`src/rtl/mem_bank_rw.sv`:
```
// mem_bank_rw: flip-flop based DEPTH x WIDTH storage with an addressed write port,
// a registered read port with write-first bypass, out-of-range address flagging
// and a sequenced bulk clear that walks every entry once.
module mem_bank_rw #(
   parameter int unsigned WIDTH = 35,
   parameter int unsigned DEPTH = 8,
   localparam int unsigned AW = $clog2(DEPTH)
) (
   input  logic             clk,
   input  logic             arst_n,
   input  logic             wren,
   input  logic [AW-1:0]    waddr,
   input  logic [WIDTH-1:0] din,
   input  logic             rden,
   input  logic [AW-1:0]    raddr,
   input  logic             clr,
   output logic [WIDTH-1:0] dout,
   output logic             dout_valid,
   output logic             busy,
   output logic             addr_err
);

   typedef enum logic [0:0] {StIdle, StClear} state_e;

   localparam logic [AW-1:0] LastAddr = AW'(DEPTH - 1);

   state_e           state_q, state_d;
   logic [AW-1:0]    cnt_q, cnt_d;
   logic [WIDTH-1:0] mem_q [DEPTH];
   logic [WIDTH-1:0] dout_q;
   logic             dout_valid_q;
   logic             addr_err_q;

   logic             idle;
   logic             waddr_ok;
   logic             raddr_ok;
   logic             wr_go;
   logic             rd_go;
   logic [WIDTH-1:0] rd_data;

   // Port qualification: both ports are only live while not clearing.
   always_comb begin
      idle     = (state_q == StIdle);
      // Compare at 32 bits so a power-of-two DEPTH does not wrap to zero.
      waddr_ok = (32'(waddr) < DEPTH);
      raddr_ok = (32'(raddr) < DEPTH);
      wr_go    = idle && wren && waddr_ok;
      rd_go    = idle && rden;
      if (!raddr_ok) begin
         rd_data = '0;
      end else if (wr_go && (waddr == raddr)) begin
         rd_data = din;
      end else begin
         rd_data = mem_q[raddr];
      end
   end

   // FSM state and clear counter register.
   always_ff @(posedge clk or negedge arst_n) begin
      if (!arst_n) begin
         state_q <= StIdle;
         cnt_q   <= '0;
      end else begin
         state_q <= state_d;
         cnt_q   <= cnt_d;
      end
   end

   // Next-state: a clear runs exactly DEPTH cycles, one entry per cycle.
   always_comb begin
      state_d = state_q;
      cnt_d   = cnt_q;
      unique case (state_q)
         StIdle: begin
            cnt_d = '0;
            if (clr) begin
               state_d = StClear;
            end
         end
         StClear: begin
            if (cnt_q == LastAddr) begin
               state_d = StIdle;
               cnt_d   = '0;
            end else begin
               cnt_d = cnt_q + 1'b1;
            end
         end
         default: begin
            state_d = StIdle;
            cnt_d   = '0;
         end
      endcase
   end

   // FSM outputs.
   always_comb begin
      busy = (state_q == StClear);
   end

   // Storage: clear walk has priority; in IDLE a same-cycle clr still lets the write land.
   always_ff @(posedge clk or negedge arst_n) begin
      if (!arst_n) begin
         for (int i = 0; i < int'(DEPTH); i++) begin
            mem_q[i] <= '0;
         end
      end else if (state_q == StClear) begin
         mem_q[cnt_q] <= '0;
      end else if (wr_go) begin
         mem_q[waddr] <= din;
      end
   end

   // Registered read data, valid flag and address-error pulse.
   always_ff @(posedge clk or negedge arst_n) begin
      if (!arst_n) begin
         dout_q       <= '0;
         dout_valid_q <= 1'b0;
         addr_err_q   <= 1'b0;
      end else begin
         dout_valid_q <= rd_go;
         addr_err_q   <= idle && ((wren && !waddr_ok) || (rden && !raddr_ok));
         if (rd_go) begin
            dout_q <= rd_data;
         end
      end
   end

   assign dout       = dout_q;
   assign dout_valid = dout_valid_q;
   assign addr_err   = addr_err_q;

endmodule

```
`config.mk`:
```
export PLATFORM = sky130hd
export DESIGN_NAME = mem_bank_rw
export DESIGN_NICKNAME = d
export VERILOG_FILES = /design/src/rtl/mem_bank_rw.sv
export SDC_FILE = /design/constraint.sdc
export NUM_CORES = 1
export LEC_CHECK = 0
export CORE_ASPECT_RATIO = 0.8
export CORE_MARGIN = 5
export CORE_UTILIZATION = 50
export CTS_CLUSTER_DIAMETER = 150
export DETAILED_ROUTE_END_ITERATION = 10
export PLACE_DENSITY = 0.69
export SKIP_LAST_GASP = 1
export SYNTH_ARGS = -nofsm -noshare
export SYNTH_HDL_FRONTEND = slang
export SYNTH_SLANG_ARGS = --single-unit
```
`constraint.sdc`:
```
create_clock -name clk -period 2.3 [get_ports clk]
set_input_delay 0.46 -clock clk [delete_from_list [all_inputs] [get_ports clk]]
set_output_delay 0.46 -clock clk [all_outputs]
set_load 0.02 [all_outputs]
```
## Word level (Yosys, flattened, before mapping)

Cells that the tools add are included.

| storage, ports and cells | value |
|---|---|
| flip-flop bits (word level) | 320 |
| input bits | 46 |
| logic and storage cells | 48 |

| operators by class | value |
|---|---|
| add/subtract/negate cells | 1 |
| $lt $le $gt $ge | 5 |
| equality and inequality tests | 2 |
| muxes and demuxes | 16 |
| bitwise gates (word level) | 6 |
| reductions and logical operators | 6 |

Operator list:

| cell | number |
|---|---|
| two-way mux 280 bit | 2 |
| AND 280 bit | 1 |
| bitwise mux 280 bit | 1 |
| inverter 280 bit | 1 |
| demux 35 bit (select 3 bit) | 2 |
| two-way mux 35 bit | 5 |
| binary-select mux 35 bit (select 3 bit) | 1 |
| >= comparator 4 bit, second input constant | 3 |
| inverter 3 -> 4 bit | 3 |
| less-than comparator 4 x 1 -> 1 bit, second input constant | 2 |
| one-hot mux 3 bit (2 select lines) | 1 |
| logical AND 1 bit | 5 |
| adder 3 x 1 -> 3 bit, second input constant | 1 |
| == test 3 bit | 1 |
| == test 3 bit, second input constant | 1 |
| two-way mux 3 bit | 1 |
| two-way mux 1 bit | 2 |
| one-hot mux 1 bit (2 select lines) | 1 |
| nonzero test 2 bit | 1 |
| inverter 1 bit | 1 |

## Longest topological paths before layout

Gate-level depths: netlist (run 1).

| depth | value |
|---|---|
| depth in word-level cells | 8 |
| gate-level depth with buffers | 7 |
| depth with buffers taken out | 4 |

## Worst setup path before layout (run 1)

Ideal clock, no wire load.

| path | value |
|---|---|
| path type | input -> register |
| start | input raddr[2] |
| end | register dout_q[0] (netlist: dout[0]) |
| library setup time | 0.126 ns |
| arrival | 1.848 ns |
| required time | 2.174 ns |
| path slack | 0.326 ns |
| stages on the path | 5 |
| path buffers | 2 |
| cell sequence | buf_2 -> buf_1 -> mux4_2 -> mux2_2 -> a221o_1 |

| between the ends | value |
|---|---|
| cells in the longest elaborated chain, start to end | 5 |
| elaborated cells between the ends (all ways) | 7 |

Ends and longest elaborated chain:

| item | line | source |
|---|---|---|
| from (decl) | 15 | `input logic [AW-1:0] raddr,` |
| inverter 3 -> 4 bit (implied by the code) | 54 | `rd_data = mem_q[raddr];` |
| binary-select mux 35 bit (select 3 bit) | 54 |  |
| two-way mux 35 bit (implied by the code) (2 in series) | 54 |  |
| two-way mux 35 bit (*) | 51 | `end else if (wr_go && (waddr == raddr)) begin` |
| to (signal assigned) | 123 | `dout_q <= rd_data;` |
| to (decl) | 30 | `logic [WIDTH-1:0] dout_q;` |

Mark *: on every way between the ends. The rest lies on a longest branch, timed or not. The select of a mux whose other input is x is not followed.
A chain may end at the register's enable or synchronous reset.

## Worst setup path in the final report (run 1)

| path | value |
|---|---|
| start | register state_q (netlist: busy) |
| end | output busy |

RTL lines:

| item | line | source |
|---|---|---|
| from (decl) | 27 | `state_e state_q, state_d;` |
| from (signal assigned) | 61 | `state_q <= StIdle;` |
| from (signal assigned) | 64 | `state_q <= state_d;` |
| to (decl) | 19 | `output logic busy,` |

No word-level cell between the ends.

==> impl_table.tex, run 1 <==
\begin{tabular}{lr}
\hline
Metric & Value \\
\hline
\multicolumn{2}{l}{\textbf{Route}} \\
1st-pass router iterations & 5 \\
Number of nets with antenna violations after routing & 0 \\
Drt first-iter violations & 818 \\
Final WL & 37500 um \\
Post-detailed-route DRC marker count & 0 \\
Vias & 9359 \\
Average detailed-routed wire length per instance & 26.4 um \\
Vias/cell & 6.59 \\
\multicolumn{2}{l}{\textbf{Clock network}} \\
TritonCTS Buffers & 31 \\
Clock tree from TritonCTS & done \\
Postcts setup bufs & 0 \\
Number of sinks on the clock net & 320 \\
Maximum clock path buffer count & 3 \\
Clock H-tree levels & 1 \\
Clock-pin transition on the worst setup and hold timing paths & 0.06 ns \\
Clock latency reported for the late side of the worst-skew pair & 0.56 ns \\
Buffer type at the clock tree root & clkbuf\_16 \\
\multicolumn{2}{l}{\textbf{Timing}} \\
Unrepaired setup endpoints after global routing & no \\
Final worst path period share & 93.5\% \\
Finish-stage setup viols & 0 \\
Fmax & 0.465 GHz \\
Number of hold violations in the final report & 0 \\
Min Clock Period, post-route & 2.15 ns \\
Setup TNS after final layout & 0 ns \\
Post-Route Hold Slack & 0.434 ns \\
Measured slew at the worst slew-check pin & 0.571 ns \\
Max-slew violation total from the final report & 0 \\
Slew Limit Headroom & 61.8\% \\
Skew final & 0.0116 ns \\
\multicolumn{2}{l}{\textbf{Cells and area}} \\
Fraction of final layout cells with drive strength greater than 1 & 21.2\% \\
Commonest cells after routing, fill and taps aside & dfrtp\_1 (319), a22o\_1 (280), clkdlybuf4s50\_1 (78) \\
Area added between synthesis and finish & 20.6\% \\
Number of standard cells in the layout, taps in and fillers out & 1421 \\
NumNets Final & 1080 \\
Number of inserted diodes & 0 \\
Core utilization of the finished layout & 61.2\% \\
Most common library cell in the layout ignoring fill and taps & dfrtp\_1 \\
\multicolumn{2}{l}{\textbf{Setup path}} \\
Delay contributed by the slowest stage of the critical path & 0.65 ns \\
Highest fanout seen on the critical path & 14 \\
Crit path DAT & 1.69 ns \\
Delay-heaviest family, CP & buffers and inverters \\
R2R setup slack & 0.51 ns \\
Length in cells of the worst reg-to-reg path & 6 \\
Critical-path cell list & clkdlybuf4s50\_1 \\
RR Startpoint & busy \\
Class of the most critical setup path & flop to output pin \\
Endpoint of the lowest-slack register-to-register path & dout[25] \\
Cell depth of the worst setup path & 1 \\
Buf/Inv on CP & 1 \\
Category of the worst setup path launch point & flop \\
WP data required & 1.84 ns \\
Max stage delay cell, worst path & clkdlybuf4s50\_1 \\
CP endpoint kind & output pin \\
\multicolumn{2}{l}{\textbf{Floorplan}} \\
IO Count & 84 \\
Effective utilization at floorplan & 50.8\% \\
Floorplan core area & 0.0274 mm\^{}2 \\
Number of rows in the core area & 54 \\
Area of the die & 0.0312 mm\^{}2 \\
X dimension of the die & 196 um \\
Die Y-Extent & 159 um \\
\multicolumn{2}{l}{\textbf{Pwr}} \\
Power per unit of standard cell area & 1190 mW/mm\^{}2 \\
Flop pwr share & 43.6\% \\
Sw Share & 30.1\% \\
Part of the total power dissipated in the clock network & 27.4\% \\
Switch Pwr & 5990 uW \\
Worst vdd ir & 699 uV \\
Comb power frac & 29.0\% \\
Static Leakage & 0.00777 uW \\
Pwr Total & 19900 uW \\
Internal power contribution & 13900 uW \\
\multicolumn{2}{l}{\textbf{Synthesis}} \\
Count of distinct cell types in the synthesized netlist & 36 \\
Post-synthesis register bit count & 320 \\
Net count after synthesis & 1021 \\
Commonest register cell after synthesis & dfrtp\_1 \\
Fraction of synthesis flops using an asynchronous set or reset pin & 100\% \\
Number of enable-type register cells in the synthesized netlist & 0 \\
Post-synthesis mux area share & 14.0\% \\
Total number of yosys warnings & 0 \\
Area share of and/or/nand/nor cells after synthesis & 2.79\% \\
Synthesized-area fraction occupied by xor and xnor cells & 0.189\% \\
Post-synthesis compound-gate area fraction & 20.4\% \\
Post-Syn Area & 0.0139 mm\^{}2 \\
Count of mapped cells out of synthesis & 973 \\
Sequential fraction of the synthesis area & 57.6\% \\
Combinational family with the most area after synthesis & compound AO/OA/AOI/OAI gates \\
Syn\_area\_per\_cell & 14.3 um\^{}2 \\
Adder-cell share of the synthesized area & 0.180\% \\
\multicolumn{2}{l}{\textbf{Global routing}} \\
Overall global routing resource usage & 24.2\% \\
First-pass GRT wire length & 59700 um \\
Remaining Overflow, GRT & 0 \\
Maximum number of pins on one net before global-route repair & 63 \\
Initial antenna violation count & 1 \\
Via count of the first global-routing pass & 9773 \\
\multicolumn{2}{l}{\textbf{Flow run}} \\
MaxCap Viol Count & 0 \\
\multicolumn{2}{l}{\textbf{Place}} \\
Placed cell count & 1362 \\
Input/output buffers & 82 \\
HPWL after DPL & 22100 um \\
Routability Congestion & 0.769 \\
\multicolumn{2}{l}{\textbf{Status}} \\
Run status & completed \\
\multicolumn{2}{l}{\textbf{Hold path}} \\
Class of the worst hold path & primary input to async pin \\
\hline
\end{tabular}
## area by class of cell
class                           count  area [um^2]
Multi-Input combinational cell    503         5360
Tap cell                          364          455
Clock inverter                     19          235
Sequential cell                   320         8010
Timing Repair Buffer              148         1710
Clock buffer                       39          876
Fill cell                        2091        10600
Inverter                           28          105
## metal layers
layer	GRT usage, %	up-vias	routed length, um
met5	0	-	14
met3	7.00	51	3730
met4	4.60	2	655
li1	-	3913	-
met1	36.8	4940	16500
met2	35.1	453	16600
## kinds of logic after synthesis
kind of cell             count (synthesis)
AO/OA/AOI/OAI                          325
flip-flops                             320
buffers and inverters                  150
multiplexers                           105
AND/OR/NAND/NOR                         67
XOR/XNOR                                 3
adder cells (fa/ha/maj)                  2
other                                    1
## cells in the mapped netlist (2+ instances only)
cell type / n / area share, %
dfrtp_1: 320 / 58
a22o_1: 280 / 18
mux4_2: 70 / 11
buf_2: 41 / 1.5
buf_1: 36 / 0.97
clkbuf_1: 36 / 0.97
nor2_1: 31 / 0.84
inv_1: 27 / 0.73
a221oi_1: 24 / 1.5
mux2i_1: 24 / 1.7
and2_1: 14 / 0.63
a221o_1: 11 / 0.79
mux2_2: 11 / 0.89
a21oi_1: 5 / 0.18
buf_4: 5 / 0.27
buf_6: 4 / 0.32
and3b_1: 3 / 0.19
and4b_1: 3 / 0.22
nand2b_1: 3 / 0.14
nor3_2: 3 / 0.22
xnor2_1: 3 / 0.19
a32oi_1: 2 / 0.13
and4_1: 2 / 0.13
ha_1: 2 / 0.18
nor4bb_1: 2 / 0.14
## what timing repair did
| item | in CTS | in global routing |
|---|---|---|
| setup endpoints to repair | 1 | 0 |
| hold buffers | 1 | 0 |
| hold endpoints to repair | 55 | 0 |
| gates resized for setup | 1 | 0 |
## sequential cells by signal, indices dropped and copies added, names as in the netlist
signal / flops
mem_q: 280
dout: 35
dout_valid: 1
cnt_q: 3
busy: 1
## worst max path at each step
stage,end,startpoint,slack (ns)
2_1_floorplan,dout[0],raddr[2],0.33
3_3_place_gp,mem_q[219],waddr[1],0.1
3_5_place_dp,mem_q[218],waddr[1],0.05
4_1_cts,busy,busy,0.12
5_1_grt,busy,busy,0.10
6_report,busy,busy,0.15
## power groups by stage
stage	logic [uW]	clock network (uW)	registers, uW
global route	6170	5770	8890
floorplan	3400	0	8650
global placement	5630	0	8660
detailed placement	5770	0	8680
finish	5760	5450	8660
CTS	5790	5550	8640
## metrics by stage
stage | area, um^2 | setup slack [ns]
after floorplan | 13900 | 0.326
after global placement | 15600 | 0.0999
after detailed placement | 15600 | 0.0492
after CTS | 16800 | 0.124
after global routing | 16800 | 0.102
final | 16800 | 0.150
Power figures use the tool's default switching activity.
==> run 2, diff against run 1 <==
Settings changed: HOLD_SLACK_MARGIN set to 0.1.
==> results of run 2 <==
Final layout, timing and power as in run 1 (identical DEF).
==> run 3, diff against run 2 <==
Settings changed: TNS_END_PERCENT set to 10.
==> results of run 3 <==
Final layout, timing and power as in run 1 (identical DEF).
